[config.mk]
export PLATFORM = sky130hd
export DESIGN_NAME = lsp_get_tdist_flat
export DESIGN_NICKNAME = d
export VERILOG_FILES = /design/src/rtl/lsp_get_tdist_pkg.sv /design/src/rtl/lsp_get_tdist_if.sv /design/src/rtl/lsp_get_tdist.sv /design/src/flat_wrapper.sv
export SDC_FILE = /design/constraint.sdc
export NUM_CORES = 1
export LEC_CHECK = 0
export ABC_CLOCK_PERIOD_IN_PS = 5600
export CAP_MARGIN = 10
export CORE_AREA = 4 4 197 199
export DETAILED_ROUTE_END_ITERATION = 8
export DIE_AREA = 0 0 201 203
export PLACE_DENSITY = 0.58
export SYNTH_ARGS = -nofsm -noshare
export SYNTH_HDL_FRONTEND = slang
export SYNTH_SLANG_ARGS = --single-unit
[constraint.sdc]
create_clock -name clk -period 5.6 [get_ports clk]
set_clock_uncertainty 0.15 [all_clocks]
set_input_delay 1.12 -clock clk [delete_from_list [all_inputs] [get_ports clk]]
set_output_delay 1.12 -clock clk [all_outputs]
set_load 0.01 [all_outputs]
[src/rtl/lsp_get_tdist_pkg.sv]
// Shared constants for the LSP weighted-distance block: vector length, shift amount,
// default RAM buffer bases and the controller state encoding.
package lsp_get_tdist_pkg;

    localparam int M       = 10;
    localparam int SHL_AMT = 4;

    localparam logic [10:0] WEGT_BASE  = 11'h100;
    localparam logic [10:0] BUF_BASE   = 11'h110;
    localparam logic [10:0] RBUF_BASE  = 11'h120;
    localparam logic [10:0] PEFF_BASE  = 11'h130;
    localparam logic [10:0] TDIST_BASE = 11'h3F0;

    typedef enum logic [3:0] {
        S_IDLE,
        S_RD,
        S_RD2,
        S_SUB,
        S_MULT,
        S_LMULT,
        S_SHL,
        S_SHLW,
        S_FIN
    } state_t;

endpackage

[src/rtl/lsp_get_tdist_if.sv]
// Bus bundle between lsp_get_tdist (master) and its environment (slave): control,
// RAM port and the request/response ports of the shared basic-op units.
interface lsp_get_tdist_if;

    logic        start;
    logic [10:0] wegtAddr;
    logic [10:0] bufAddr;
    logic [10:0] rbufAddr;
    logic [10:0] peffAddr;
    logic [10:0] tdistAddr;

    logic [31:0] memIn;
    logic [10:0] memReadAddr;
    logic        memWriteEn;
    logic [10:0] memWriteAddr;
    logic [31:0] memOut;

    logic [15:0] subOutA;
    logic [15:0] subOutB;
    logic [15:0] subIn;
    logic [15:0] multOutA;
    logic [15:0] multOutB;
    logic [15:0] multIn;
    logic [15:0] L_multOutA;
    logic [15:0] L_multOutB;
    logic [31:0] L_multIn;
    logic [31:0] L_shlOutVar1;
    logic [15:0] L_shlNumShiftOut;
    logic        L_shlReady;
    logic [31:0] L_shlIn;
    logic        L_shlDone;
    logic [31:0] L_macOutA;
    logic [15:0] L_macOutB;
    logic [15:0] L_macOutC;
    logic [31:0] L_macIn;

    logic [31:0] L_tdist;
    logic        done;

    modport master (
        input  start, wegtAddr, bufAddr, rbufAddr, peffAddr, tdistAddr, memIn,
        input  subIn, multIn, L_multIn, L_shlIn, L_shlDone, L_macIn,
        output memReadAddr, memWriteEn, memWriteAddr, memOut,
        output subOutA, subOutB, multOutA, multOutB, L_multOutA, L_multOutB,
        output L_shlOutVar1, L_shlNumShiftOut, L_shlReady,
        output L_macOutA, L_macOutB, L_macOutC, L_tdist, done
    );

    modport slave (
        output start, wegtAddr, bufAddr, rbufAddr, peffAddr, tdistAddr, memIn,
        output subIn, multIn, L_multIn, L_shlIn, L_shlDone, L_macIn,
        input  memReadAddr, memWriteEn, memWriteAddr, memOut,
        input  subOutA, subOutB, multOutA, multOutB, L_multOutA, L_multOutB,
        input  L_shlOutVar1, L_shlNumShiftOut, L_shlReady,
        input  L_macOutA, L_macOutB, L_macOutC, L_tdist, done
    );

endinterface

[src/rtl/lsp_get_tdist.sv]
// G.729 weighted LSP distance L_tdist over M words using the shared basic-op units.
// Optional macro LSP_TDIST_WRITE_EN also writes the result to RAM at tdistAddr with done.
module lsp_get_tdist
    import lsp_get_tdist_pkg::*;
(
    input logic            clk,
    input logic            reset,
    lsp_get_tdist_if.master bus
);

    state_t      r_state;
    logic [3:0]  r_j;
    logic [15:0] r_buf;
    logic [15:0] r_tmp;
    logic [31:0] r_prod;
    logic [31:0] r_acc;
    logic [31:0] r_tdist;
    logic        w_unused;

    // Operand and address decode: every output idles at 0 outside the state that uses it.
    always_comb begin
        // NOTE: every output gets a default first so no path through the case infers a latch.
        bus.memReadAddr      = '0;
        bus.memWriteEn       = 1'b0;
        bus.memWriteAddr     = '0;
        bus.memOut           = '0;
        bus.subOutA          = '0;
        bus.subOutB          = '0;
        bus.multOutA         = '0;
        bus.multOutB         = '0;
        bus.L_multOutA       = '0;
        bus.L_multOutB       = '0;
        bus.L_shlOutVar1     = '0;
        bus.L_shlNumShiftOut = '0;
        bus.L_shlReady       = 1'b0;
        bus.L_macOutA        = '0;
        bus.L_macOutB        = '0;
        bus.L_macOutC        = '0;
        bus.done             = 1'b0;
        case (r_state)
            S_RD:  bus.memReadAddr = {bus.bufAddr[10:4], r_j};
            S_RD2: bus.memReadAddr = {bus.rbufAddr[10:4], r_j};
            S_SUB: begin
                bus.subOutA     = r_buf;
                bus.subOutB     = bus.memIn[15:0];
                bus.memReadAddr = {bus.peffAddr[10:4], r_j};
            end
            S_MULT: begin
                bus.multOutA    = r_tmp;
                bus.multOutB    = bus.memIn[15:0];
                bus.memReadAddr = {bus.wegtAddr[10:4], r_j};
            end
            S_LMULT: begin
                bus.L_multOutA = bus.memIn[15:0];
                bus.L_multOutB = r_tmp;
            end
            S_SHL: begin
                bus.L_shlReady       = 1'b1;
                bus.L_shlOutVar1     = r_prod;
                bus.L_shlNumShiftOut = 16'(SHL_AMT);
            end
            S_SHLW: begin
                // Shift operands stay on the bus until the unit reports done.
                bus.L_shlOutVar1     = r_prod;
                bus.L_shlNumShiftOut = 16'(SHL_AMT);
                bus.L_macOutA        = r_acc;
                bus.L_macOutB        = bus.L_shlIn[31:16];
                bus.L_macOutC        = r_tmp;
            end
            S_FIN: begin
                bus.done = 1'b1;
`ifdef LSP_TDIST_WRITE_EN
                bus.memWriteEn   = 1'b1;
                bus.memWriteAddr = bus.tdistAddr;
                bus.memOut       = r_acc;
`endif
            end
            default: ;
        endcase
    end

    assign bus.L_tdist = r_tdist;

    // NOTE: state is asynchronously cleared and updated only with non-blocking assignments.
    always_ff @(posedge clk or posedge reset) begin
        if (reset) begin
            r_state <= S_IDLE;
            r_j     <= '0;
            r_buf   <= '0;
            r_tmp   <= '0;
            r_prod  <= '0;
            r_acc   <= '0;
            r_tdist <= '0;
        end else begin
            case (r_state)
                S_IDLE: if (bus.start) begin
                    r_acc   <= '0;
                    r_j     <= '0;
                    r_state <= S_RD;
                end
                S_RD:  r_state <= S_RD2;
                S_RD2: begin
                    r_buf   <= bus.memIn[15:0];
                    r_state <= S_SUB;
                end
                S_SUB: begin
                    r_tmp   <= bus.subIn;
                    r_state <= S_MULT;
                end
                S_MULT: begin
                    r_tmp   <= bus.multIn;
                    r_state <= S_LMULT;
                end
                S_LMULT: begin
                    r_prod  <= bus.L_multIn;
                    r_state <= S_SHL;
                end
                S_SHL: r_state <= S_SHLW;
                S_SHLW: if (bus.L_shlDone) begin
                    r_acc <= bus.L_macIn;
                    if (r_j == 4'(M - 1)) begin
                        r_state <= S_FIN;
                    end else begin
                        r_j     <= r_j + 4'd1;
                        r_state <= S_RD;
                    end
                end
                S_FIN: begin
                    r_tdist <= r_acc;
                    r_state <= S_IDLE;
                end
                default: r_state <= S_IDLE;
            endcase
        end
    end

    // Bits of the bus this block deliberately ignores.
`ifdef LSP_TDIST_WRITE_EN
    assign w_unused = ^{bus.memIn[31:16], bus.L_shlIn[15:0], bus.wegtAddr[3:0],
                        bus.bufAddr[3:0], bus.rbufAddr[3:0], bus.peffAddr[3:0]};
`else
    assign w_unused = ^{bus.memIn[31:16], bus.L_shlIn[15:0], bus.wegtAddr[3:0],
                        bus.bufAddr[3:0], bus.rbufAddr[3:0], bus.peffAddr[3:0],
                        bus.tdistAddr};
`endif

endmodule

[src/flat_wrapper.sv]
// flat-port wrapper written by rule: the top's interface ports become plain ports
module lsp_get_tdist_flat import lsp_get_tdist_pkg::*;
  (clk, reset, bus_start, bus_wegtAddr, bus_bufAddr, bus_rbufAddr, bus_peffAddr, bus_tdistAddr, bus_memIn, bus_subIn, bus_multIn, bus_L_multIn, bus_L_shlIn, bus_L_shlDone, bus_L_macIn, bus_memReadAddr, bus_memWriteEn, bus_memWriteAddr, bus_memOut, bus_subOutA, bus_subOutB, bus_multOutA, bus_multOutB, bus_L_multOutA, bus_L_multOutB, bus_L_shlOutVar1, bus_L_shlNumShiftOut, bus_L_shlReady, bus_L_macOutA, bus_L_macOutB, bus_L_macOutC, bus_L_tdist, bus_done);
  lsp_get_tdist_if bus_i ();
  input logic clk;
  input logic reset;
  input wire logic [$bits(bus_i.start)-1:0] bus_start;
  input wire logic [$bits(bus_i.wegtAddr)-1:0] bus_wegtAddr;
  input wire logic [$bits(bus_i.bufAddr)-1:0] bus_bufAddr;
  input wire logic [$bits(bus_i.rbufAddr)-1:0] bus_rbufAddr;
  input wire logic [$bits(bus_i.peffAddr)-1:0] bus_peffAddr;
  input wire logic [$bits(bus_i.tdistAddr)-1:0] bus_tdistAddr;
  input wire logic [$bits(bus_i.memIn)-1:0] bus_memIn;
  input wire logic [$bits(bus_i.subIn)-1:0] bus_subIn;
  input wire logic [$bits(bus_i.multIn)-1:0] bus_multIn;
  input wire logic [$bits(bus_i.L_multIn)-1:0] bus_L_multIn;
  input wire logic [$bits(bus_i.L_shlIn)-1:0] bus_L_shlIn;
  input wire logic [$bits(bus_i.L_shlDone)-1:0] bus_L_shlDone;
  input wire logic [$bits(bus_i.L_macIn)-1:0] bus_L_macIn;
  output wire logic [$bits(bus_i.memReadAddr)-1:0] bus_memReadAddr;
  output wire logic [$bits(bus_i.memWriteEn)-1:0] bus_memWriteEn;
  output wire logic [$bits(bus_i.memWriteAddr)-1:0] bus_memWriteAddr;
  output wire logic [$bits(bus_i.memOut)-1:0] bus_memOut;
  output wire logic [$bits(bus_i.subOutA)-1:0] bus_subOutA;
  output wire logic [$bits(bus_i.subOutB)-1:0] bus_subOutB;
  output wire logic [$bits(bus_i.multOutA)-1:0] bus_multOutA;
  output wire logic [$bits(bus_i.multOutB)-1:0] bus_multOutB;
  output wire logic [$bits(bus_i.L_multOutA)-1:0] bus_L_multOutA;
  output wire logic [$bits(bus_i.L_multOutB)-1:0] bus_L_multOutB;
  output wire logic [$bits(bus_i.L_shlOutVar1)-1:0] bus_L_shlOutVar1;
  output wire logic [$bits(bus_i.L_shlNumShiftOut)-1:0] bus_L_shlNumShiftOut;
  output wire logic [$bits(bus_i.L_shlReady)-1:0] bus_L_shlReady;
  output wire logic [$bits(bus_i.L_macOutA)-1:0] bus_L_macOutA;
  output wire logic [$bits(bus_i.L_macOutB)-1:0] bus_L_macOutB;
  output wire logic [$bits(bus_i.L_macOutC)-1:0] bus_L_macOutC;
  output wire logic [$bits(bus_i.L_tdist)-1:0] bus_L_tdist;
  output wire logic [$bits(bus_i.done)-1:0] bus_done;
  assign bus_i.start = bus_start;
  assign bus_i.wegtAddr = bus_wegtAddr;
  assign bus_i.bufAddr = bus_bufAddr;
  assign bus_i.rbufAddr = bus_rbufAddr;
  assign bus_i.peffAddr = bus_peffAddr;
  assign bus_i.tdistAddr = bus_tdistAddr;
  assign bus_i.memIn = bus_memIn;
  assign bus_i.subIn = bus_subIn;
  assign bus_i.multIn = bus_multIn;
  assign bus_i.L_multIn = bus_L_multIn;
  assign bus_i.L_shlIn = bus_L_shlIn;
  assign bus_i.L_shlDone = bus_L_shlDone;
  assign bus_i.L_macIn = bus_L_macIn;
  assign bus_memReadAddr = bus_i.memReadAddr;
  assign bus_memWriteEn = bus_i.memWriteEn;
  assign bus_memWriteAddr = bus_i.memWriteAddr;
  assign bus_memOut = bus_i.memOut;
  assign bus_subOutA = bus_i.subOutA;
  assign bus_subOutB = bus_i.subOutB;
  assign bus_multOutA = bus_i.multOutA;
  assign bus_multOutB = bus_i.multOutB;
  assign bus_L_multOutA = bus_i.L_multOutA;
  assign bus_L_multOutB = bus_i.L_multOutB;
  assign bus_L_shlOutVar1 = bus_i.L_shlOutVar1;
  assign bus_L_shlNumShiftOut = bus_i.L_shlNumShiftOut;
  assign bus_L_shlReady = bus_i.L_shlReady;
  assign bus_L_macOutA = bus_i.L_macOutA;
  assign bus_L_macOutB = bus_i.L_macOutB;
  assign bus_L_macOutC = bus_i.L_macOutC;
  assign bus_L_tdist = bus_i.L_tdist;
  assign bus_done = bus_i.done;
  lsp_get_tdist u_core (.clk(clk), .reset(reset), .bus(bus_i));
endmodule
==> metrics.txt, run 1 <==
Max IR drop VDD between 0.2 and 0.25 mV; Rows approximately 70; grt ovf 0; CTS buffer count 17; Crit path buffers/inverters 1; Clock Power Share roughly a fifth; Worst path slowest cell nor2b_1; Starting DRT DRC Count 163; Max Clock Freq between 200 and 250 MHz; max-cap violations 0; status completed; largest net degree at the start of global routing 78; FF-to-FF Start u_core.r_state[0]$_DFFE_PP0P_; GRT Resource Usage Total 13.1%; Synth area leader dfrtp_1; nature of the critical path startpoint flip-flop; R2R depth 5; dpl hpwl between 20000 and 25000 µm; CTS tree done; crit path to bus_memReadAddr[9]; crit-path max FO 17; total number of vias about 6300; Hold Violations, Final 0; sw frac 37.0%; main area contributors after synthesis dfrtp_1 (46%), and2_1 (12%), mux2_1 (8.4%), buf_4 (6.6%), and3_1 (5.6%); I/O pin cnt 516; sequential share of the synthesized area between 40% and 50%; DR vias/cell roughly 4.1; TritonRoute pass-1 iters 6; P_int around 3.4 mW; combinational share of power roughly half; Distinct cells, synth 42; reg2reg setup slack approximately 2.2 ns; WL final ~28000 µm; Worst Setup SP u_core.r_state[1]$_DFFE_PP0P_; Non-Filler Instances about 1500; post-CTS setup buffers 0; CTS Root Cell clkbuf_16; sequential share of power 30.3%; EDFF count, synth 0; antenna-violating nets left 0; critical-path cell list nor2b_1, a22oi_1, o21ai_0, clkdlybuf4s50_1; normalized max-slew margin approximately 25%; Placement Setup Slack around 1.5 ns; layout cell share with drive strength beyond 1 7.54%; H-tree depth 4; Critical Path Stages 4; syn_area_per_cell approximately 11 µm²; crit path DAT slightly above 3 ns; routed length per instance around 18 µm; # diodes 0; CTS max path bufs 2; Crit Path Class flip-flop to output pin; post-synthesis cell area 7330 µm²; vias in the first global route ~6500; FILL cells between 3000 and 4000; Tot Pwr 5.40 mW; RSZ-0062 raised after global routing false; initial core utilization around 20%; Cells after Synth 681; die area 40800 µm²; Yosys reg bits 136; Syn. warnings 0; CP max stage delay between 0.7 and 0.8 ns; # resized after CTS 0; clock sinks ~140; Critical Path RT approximately 4.3 ns; Post-Route Utilization approximately 32%; Synth Flop Type dfrtp_1; nets 1269; Remaining DRCs 0; RD Place Congestion 0.740; IO Port Bufs 397; transition time of the tightest slew-check pin approximately 1.1 ns; post-route cell area between 10000 and 15000 µm²; Top delay family on crit path simple AND/OR/NAND/NOR gates; synthesis-to-finish area growth 64.2%; Chip Height between 200 and 250 µm; Clock Latency Late Sink around 0.43 ns; TNS Setup 0 ns; CTS hold repair buffers 0; Psw roughly 2.0 mW; Slew Viols, Final 0; Setup WS post-layout 1.30 ns; initial antenna violation count 0; fin crit period around 4.3 ns; reg2reg end u_core.r_acc[2]$_DFFE_PP0P_; cell leakage power around 5.2 nW; placed cell area between 10000 and 15000 µm²; hold slack about 0.32 ns; Die W approximately 200 µm; top cell type's share of synthesized area approximately 46%; CORE AREA ~37000 µm²; crit end category output pin; worst hold stages 1; cell with the most instances after synthesis dfrtp_1; endpoints failing setup 0; DP Cell Count ~1500; clock slew at reported path FFs roughly 0.060 ns; FFs w/ async S/R, synth between 90% and 100%; Post-synth top cells dfrtp_1 (136), and2_1 (135), and3_1 (66); fin crit share approximately 77%; global-route wire length before repair approximately 41000 µm; Pwr per Cell Area roughly 450 nW/µm²; HP Class flip-flop to flip-flop
[cells by family after synthesis]
logic type / count (synthesis) / synth area share, %
fa+ha+maj: 2 / 0.341
flops: 136 / 46.4
compound gates: 81 / 7.99
simple gates: 242 / 20.3
other cells: 1 / 0.0511
buf+inv: 121 / 10.1
mux: 98 / 14.8
[flip-flops by register name, indices dropped and copies added (netlist names)]
register	cells
u_core.r_acc	32
u_core.bus.L_tdist	32
u_core.r_j	4
u_core.r_buf	16
u_core.r_state	4
u_core.r_tmp	16
u_core.r_prod	32
[worst register-to-register path: stages (launching register included)]
cell     delay (ns)
dfrtp_1        0.74
and4b_2        0.47
buf_4          0.51
and2_1         0.98
buf_4          0.31
a22o_1         0.14
[cell type report]
type,instances,area [µm²],share of cell area (%)
inverters,3,16.3,0.135
flip-flops and latches,136,3400,28.3
clock buffers,17,425,3.53
well taps,474,593,4.93
repair buffers,408,4060,33.7
clock inverters,15,118,0.977
multi-input cells,482,3430,28.5
[layer usage]
| layer | share of wire (%) | GRT usage (%) |
|---|---|---|
| met1 | 42 | 15.9 |
| met2 | 48 | 21.8 |
| met3 | 8.4 | 4.97 |
| met4 | 1.2 | 3.59 |
| met5 | 0 | 0 |
[placed cells by master (no fill, tap or decap), drive strengths merged, types with 5 or more instances in the layout]
cell type and instances:
a22o 32, a22oi 13, and2 135, and3 66, buf 11, clkbuf 17, clkdlybuf4s50 397, clkinv 5
conb 59, dfrtp 136, inv 9, mux2 81, mux2i 17, nand2 18, nor2b 5, o21ai 24
[power by group through the flow]
stage          clock (mW)  combinational, mW  sequential [mW]
2_1_floorplan           0               1.51             1.51
6_report             1.06               2.71             1.64
4_1_cts              1.11               2.76             1.64
3_5_place_dp            0               2.76             1.65
3_3_place_gp            0               2.74             1.64
5_1_grt              1.16               2.93             1.69
[how the worst min path moves through the flow]
stage                                     to  slack [ns]                     startpoint
5_1_grt        u_core.r_prod[19]$_DFFE_PP0N_        0.35  u_core.r_prod[19]$_DFFE_PP0N_
2_1_floorplan   u_core.r_buf[10]$_DFFE_PP0N_        0.30   u_core.r_buf[10]$_DFFE_PP0N_
3_3_place_gp     u_core.r_buf[7]$_DFFE_PP0N_        0.31    u_core.r_buf[7]$_DFFE_PP0N_
6_report        u_core.r_prod[9]$_DFFE_PP0N_        0.32   u_core.r_prod[9]$_DFFE_PP0N_
3_5_place_dp    u_core.r_prod[9]$_DFFE_PP0N_        0.32   u_core.r_prod[9]$_DFFE_PP0N_
4_1_cts         u_core.r_prod[9]$_DFFE_PP0N_        0.33   u_core.r_prod[9]$_DFFE_PP0N_
(Power assumes the default switching activity.)
==> run 2: changes to the inputs <==
--- a/config.mk
+++ b/config.mk
@@ -5,7 +5,7 @@
 export SDC_FILE = /design/constraint.sdc
 export NUM_CORES = 1
 export LEC_CHECK = 0
-export ABC_CLOCK_PERIOD_IN_PS = 5600
+export ABC_CLOCK_PERIOD_IN_PS = 4180
 export CAP_MARGIN = 10
 export CORE_AREA = 4 4 197 199
 export DETAILED_ROUTE_END_ITERATION = 8
==> constraint.sdc (replaced) <==
create_clock -name clk -period 4.18 [get_ports clk]
set_clock_uncertainty 0.15 [all_clocks]
set_input_delay 0.836 -clock clk [delete_from_list [all_inputs] [get_ports clk]]
set_output_delay 0.836 -clock clk [all_outputs]
set_load 0.01 [all_outputs]
==> run 2 against run 1 <==
Effect of this change:
- largest power group unchanged
- sequential share of layout area down 0.21 points
- critical path type unchanged
- sequential cell count did not move
- cell area is 0.75% higher
- worst hold slack about the same
==> metrics.txt, run 2 (same netlist as run 1, synthesis figures left out) <==
status completed; initial core utilization 19.7% (unchanged); clock sinks 136 (unchanged); hold slack 0.325 ns (+0.000301 ns); largest net degree at the start of global routing 74 (-5.1%); Setup WS post-layout 0.472 ns (-0.827 ns); Worst path slowest cell dfrtp_1; post-CTS setup buffers 0 (unchanged); H-tree depth 4 (unchanged); normalized max-slew margin 36.5% (+12 points); placed cell area 11600 µm² (+0.69%); cell leakage power 5.21 nW (+0.61%); CTS hold repair buffers 0 (unchanged); crit-path max FO 39 (+22); grt ovf 0 (unchanged); Clock Latency Late Sink 0.43 ns (about the same); CTS Root Cell clkbuf_16; R2R depth 6 (+1); vias in the first global route 6521 (+1.1%); CP max stage delay 0.56 ns (-0.18 ns); transition time of the tightest slew-check pin 0.948 ns (-0.178 ns); critical-path cell list buf_4, nor2b_2, buf_4, a22oi_1, o21ai_1, clkdlybuf4s50_1; I/O pin cnt 516 (unchanged); nature of the critical path startpoint flip-flop; Post-Route Utilization 32.6% (+0.24 points); endpoints failing setup 0 (unchanged); FILL cells 3845 (+1.0%); M3 GR Usage 5.86% (+0.89 points); routed length per instance 18.2 µm (+1.4%); DP Cell Count 1507 (+0.27%); Critical Path RT 3.19 ns (-1.14 ns); Rows 71 (unchanged); most common cell after layout, fill and taps aside clkdlybuf4s50_1; # resized after CTS 0 (unchanged); crit end category output pin; CTS tree done; TritonRoute pass-1 iters 4 (-2); clock slew at reported path FFs 0.07 ns (about the same); met1 GRT Util 15.6% (-0.21 points); nets 1273 (+0.32%); Tot Pwr 7.33 mW (+36%); antenna-violating nets left 0 (unchanged); worst hold stages 1 (unchanged); crit path DAT 2.72 ns (-0.31 ns); total number of vias 6288 (-0.30%); Die W 201 µm (unchanged); Max Clock Freq between 200 and 300 MHz; dpl hpwl 20800 µm (+0.72%); global-route wire length before repair 41600 µm (+1.4%); HP Class flip-flop to flip-flop; RSZ-0062 raised after global routing false; # diodes 0 (unchanged); Pwr per Cell Area 604 nW/µm² (+35%); initial antenna violation count 1 (+1); Chip Height 203 µm (unchanged); CTS max path bufs 2 (unchanged); die area 40800 µm² (unchanged); DR vias/cell 4.09 (-0.56%); Hold Violations, Final 0 (unchanged); synthesis-to-finish area growth 65.4%; Max IR drop VDD 0.298 mV (+28%); post-route cell area 12100 µm² (+0.75%); critical path's most frequent cell buf_4; fin crit share 88.7%; CORE AREA 37200 µm² (unchanged); RD Place Congestion 0.746 (+0.81%); GRT Resource Usage Total 13.2% (+0.19 points); Crit Path Class flip-flop to output pin; fin crit period 3.71 ns; Non-Filler Instances 1539 (+0.26%); layout cell share with drive strength beyond 1 7.79% (+0.25 points); Slew Viols, Final 0 (unchanged); IO Port Bufs 397 (unchanged); Remaining DRCs 0 (unchanged); met2 Usage GRT 22.1% (+0.31 points); Placement Setup Slack 0.849 ns (-0.636 ns); Top Usage Layer GRT met2; max-cap violations 0 (unchanged); TNS Setup 0 ns (unchanged); WL final 28000 µm (+1.7%); most frequent cells in the layout clkdlybuf4s50_1 (397), dfrtp_1 (136), and2_1 (134); CTS buffer count 17 (unchanged); Starting DRT DRC Count 201 (+23%)
-- run 2: final timing paths --
path | startpoint | to | slack [ns]
setup / recovery | u_core.r_state[1]$_DFFE_PP0P_ | bus_memReadAddr[5] | 0.47
hold / removal | u_core.r_buf[6]$_DFFE_PP0N_ | u_core.r_buf[6]$_DFFE_PP0N_ | 0.33
setup reg to reg | u_core.r_state[1]$_DFFE_PP0P_ | u_core.r_prod[30]$_DFFE_PP0N_ | 1.29
hold reg to reg | u_core.r_buf[6]$_DFFE_PP0N_ | u_core.r_buf[6]$_DFFE_PP0N_ | 0.33
max in group asynchronous | reset | u_core.r_prod[17]$_DFFE_PP0N_ | 2.32
min in group asynchronous | reset | u_core.r_acc[15]$_DFFE_PP0P_ | 0.79
-- run 2: report_power, final --
part	switching, mW	internal, mW
registers	0.361	1.81
clock network	0.667	0.790
logic	1.68	2.02
total	2.71	4.63
-- run 2: layer usage --
metal	wire length, µm	part of all wire [%]
met2	13300	48
met4	349	1.2
met1	11600	41
met5	13	0.046
met3	2710	9.7
-- run 2: cell type report --
class                           count  area [µm²]  area share [%]
Clock buffer                       19         443            3.65
Inverter                            3        15.0           0.124
Tap cell                          474         593            4.89
Timing Repair Buffer              412        4140            34.1
Multi-Input combinational cell    482        3430            28.3
Sequential cell                   136        3400            28.1
Clock inverter                     13         111           0.918
-- run 2: worst max-delay path, delay by kind of cell, from the launching register on --
kind	cells	cell delay, ns
buf+inv	3	1.18
flops	1	0.56
compound gates	2	0.40
simple gates	1	0.11
==> run 3: changes to the inputs <==
==> constraint.sdc (replaced) <==
create_clock -name clk -period 4.18 [get_ports clk]
set_clock_uncertainty 0.15 [all_clocks]
set_input_delay 1.254 -clock clk [delete_from_list [all_inputs] [get_ports clk]]
set_output_delay 1.254 -clock clk [all_outputs]
set_load 0.01 [all_outputs]
==> run 3 against run 2 <==
Effect of this change:
- final cell count increased by 0.39%
- sequential power about the same
- total power up 1.0%
- register-to-register slack improved by 0.38 ns
- global-route usage is 0.22 points lower
- clock power about the same
- utilization increased by 0.25 points
- die area did not move
- critical path type is now input port to output pin
- largest power group unchanged
==> metrics.txt, run 3 (same netlist as run 1, synthesis figures left out) <==
status completed; Die W 201 µm (unchanged); HP Class flip-flop to flip-flop; endpoints failing setup 0 (unchanged); CTS buffer count 17 (unchanged); Pwr per Cell Area 606 nW/µm² (+0.26%); DR vias/cell 4.10 (+0.45%); dpl hpwl 21000 µm (+0.82%); I/O pin cnt 516 (unchanged); FILL cells 3825 (-0.52%); cell leakage power 5.25 nW (+0.84%); Rows 71 (unchanged); Max IR drop VDD 0.350 mV (+17%); Multi-input gate area 3430 µm² (unchanged); nature of the critical path startpoint input port; largest net degree at the start of global routing 71 (-4.1%); normalized max-slew margin 37.8% (+1.3 points); transition time of the tightest slew-check pin 0.929 ns (-0.0190 ns); initial core utilization 19.7% (unchanged); global-route wire length before repair 40900 µm (-1.8%); most common cell after layout, fill and taps aside clkdlybuf4s50_1; crit end category output pin; Setup WS post-layout 0.116 ns (-0.356 ns); combinational share of power 50.7% (+0.2 points); Worst Hold End u_core.r_buf[12]$_DFFE_PP0N_; fin crit share 97.2% (+8.5 points); initial antenna violation count 0 (-1); synthesis-to-finish area growth 66.7%; IO Port Bufs 397 (unchanged); TritonRoute pass-1 iters 4 (unchanged); R2R depth 3 (-3); vias in the first global route 6449 (-1.1%); # diodes 0 (unchanged); crit-path max FO 1 (-97%); FF-to-FF Start u_core.r_state[3]$_DFFE_PP0P_; CTS Root Cell clkbuf_16; fin crit period 4.06 ns (+0.356 ns); most frequent cells in the layout clkdlybuf4s50_1 (395), and2_1 (134), dfrtp_1 (134); total number of vias 6341 (+0.84%); Remaining DRCs 0 (unchanged); Placement Setup Slack -0.133 ns (-0.982 ns); layout cell share with drive strength beyond 1 8.59% (+0.80 points); Critical Path RT 2.78 ns (-0.41 ns); Clock Latency Late Sink 0.44 ns (about the same); die area 40800 µm² (unchanged); register area 3410 µm² (about the same); clock slew at reported path FFs 0.06 ns (about the same); clock sinks 136 (unchanged); nets 1279 (+0.47%); CTS max path bufs 2 (unchanged); Crit Path Class input port to output pin; reg2reg setup slack 1.67 ns (+0.38 ns); Starting DRT DRC Count 215 (+7.0%); worst hold stages 1 (unchanged); Max Clock Freq 246 MHz (-8.8%); CORE AREA 37200 µm² (unchanged); sw frac 36.2% (-0.73 points); P_int 4.73 mW (+2.2%); RSZ-0062 raised after global routing false; crit path DAT 2.66 ns (-0.06 ns); reg2reg end u_core.r_buf[5]$_DFFE_PP0N_; RD Place Congestion 0.742 (-0.54%); sequential share of power 29.7% (about the same); H-tree depth 4 (unchanged); Psw 2.68 mW (-0.95%); CTS tree done; CTS hold repair buffers 0 (unchanged); WL final 27700 µm (-1.2%); GRT Resource Usage Total 13.0% (-0.22 points); grt ovf 0 (unchanged); Hold Path Origin u_core.r_buf[12]$_DFFE_PP0N_; Clock Power Share 19.6% (-0.3 points); Slew Viols, Final 0 (unchanged); Chip Height 203 µm (unchanged); antenna-violating nets left 0 (unchanged); Post-Route Utilization 32.8% (+0.25 points); routed length per instance 17.9 µm (-1.6%); Hold Violations, Final 0 (unchanged); max-cap violations 0 (unchanged)
## run 3: changes by cell type in the layout (fill, tap and decap cells not counted), moves of 2 or more
cell,before,now
buf_12,4,8
buf_4,11,14
clkinv_2,0,3
inv_6,5,2
clkdlybuf4s50_1,397,395
clkinvlp_4,5,7
dfrtp_1,136,134
dfrtp_2,0,2
## run 3: cell type report
| class | count | share of cell area [%] |
|---|---|---|
| repair buffers | 418 | 34.6 |
| multi-input cells | 482 | 28.1 |
| flip-flops and latches | 136 | 27.9 |
| well taps | 474 | 4.85 |
| clock buffers | 18 | 3.51 |
| clock inverters | 14 | 1.02 |
| inverters | 3 | 0.123 |
## run 3: power by group through the flow
stage / clock [mW] / sequential (mW) / combinational [mW]
finish: 1.45 / 2.20 / 3.75
global route: 1.56 / 2.27 / 4.05
CTS: 1.51 / 2.21 / 3.83
detailed placement: 0 / 2.22 / 3.82
global placement: 0 / 2.21 / 3.79
floorplan: 0 / 2.03 / 2.02
## run 3: how the worst max path moves through the flow
stage | from | endpoint | slack (ns)
after global placement | bus_peffAddr[9] | bus_memReadAddr[9] | -0.15
after global routing | bus_peffAddr[9] | bus_memReadAddr[9] | 0.03
after CTS | u_core.r_state[1]$_DFFE_PP0P_ | bus_memReadAddr[2] | 0.05
after detailed placement | bus_peffAddr[9] | bus_memReadAddr[9] | -0.13
final | bus_peffAddr[9] | bus_memReadAddr[9] | 0.12
after floorplan | bus_peffAddr[9] | bus_memReadAddr[9] | 1.01
## run 3: per-stage QoR
| step | area, µm² | hold slack, ns | setup TNS [ns] | cells | power, mW |
|---|---|---|---|---|---|
| after floorplan | 7550 | 0.299 | 0 | 739 | 4.05 |
| after global placement | 11700 | 0.309 | -0.147 | 1512 | 6.00 |
| after detailed placement | 11700 | 0.316 | -0.133 | 1512 | 6.04 |
| after CTS | 12200 | 0.331 | 0 | 1544 | 7.54 |
| after global routing | 12200 | 0.341 | 0 | 1545 | 7.89 |
| final | 12200 | 0.325 | 0 | 1545 | 7.41 |
## run 3: worst max-delay path, stage by stage
cell and delay, ns:
clkdlybuf4s50_1 0.46, mux2_2 0.28, a22oi_1 0.13, o21ai_0 0.09
buf_4 0.15, dlygate4sd2_1 0.28
## run 3: layer usage
| layer | track usage [%] | routed length (µm) | vias up |
|---|---|---|---|
| met3 | 5.25 | 2450 | 26 |
| li1 | - | - | 2970 |
| met2 | 21.7 | 13100 | 291 |
| met5 | 0 | 0 | - |
| met1 | 15.5 | 11700 | 3054 |
| met4 | 3.98 | 461 | 0 |
## run 3: repair_timing
action                                  in CTS  in global routing
endpoints found under the hold margin        0                  0
cloned                                       0                  0
resized for setup                            2                  1
setup buffers                                0                  1
endpoints found under the setup margin       7                 11
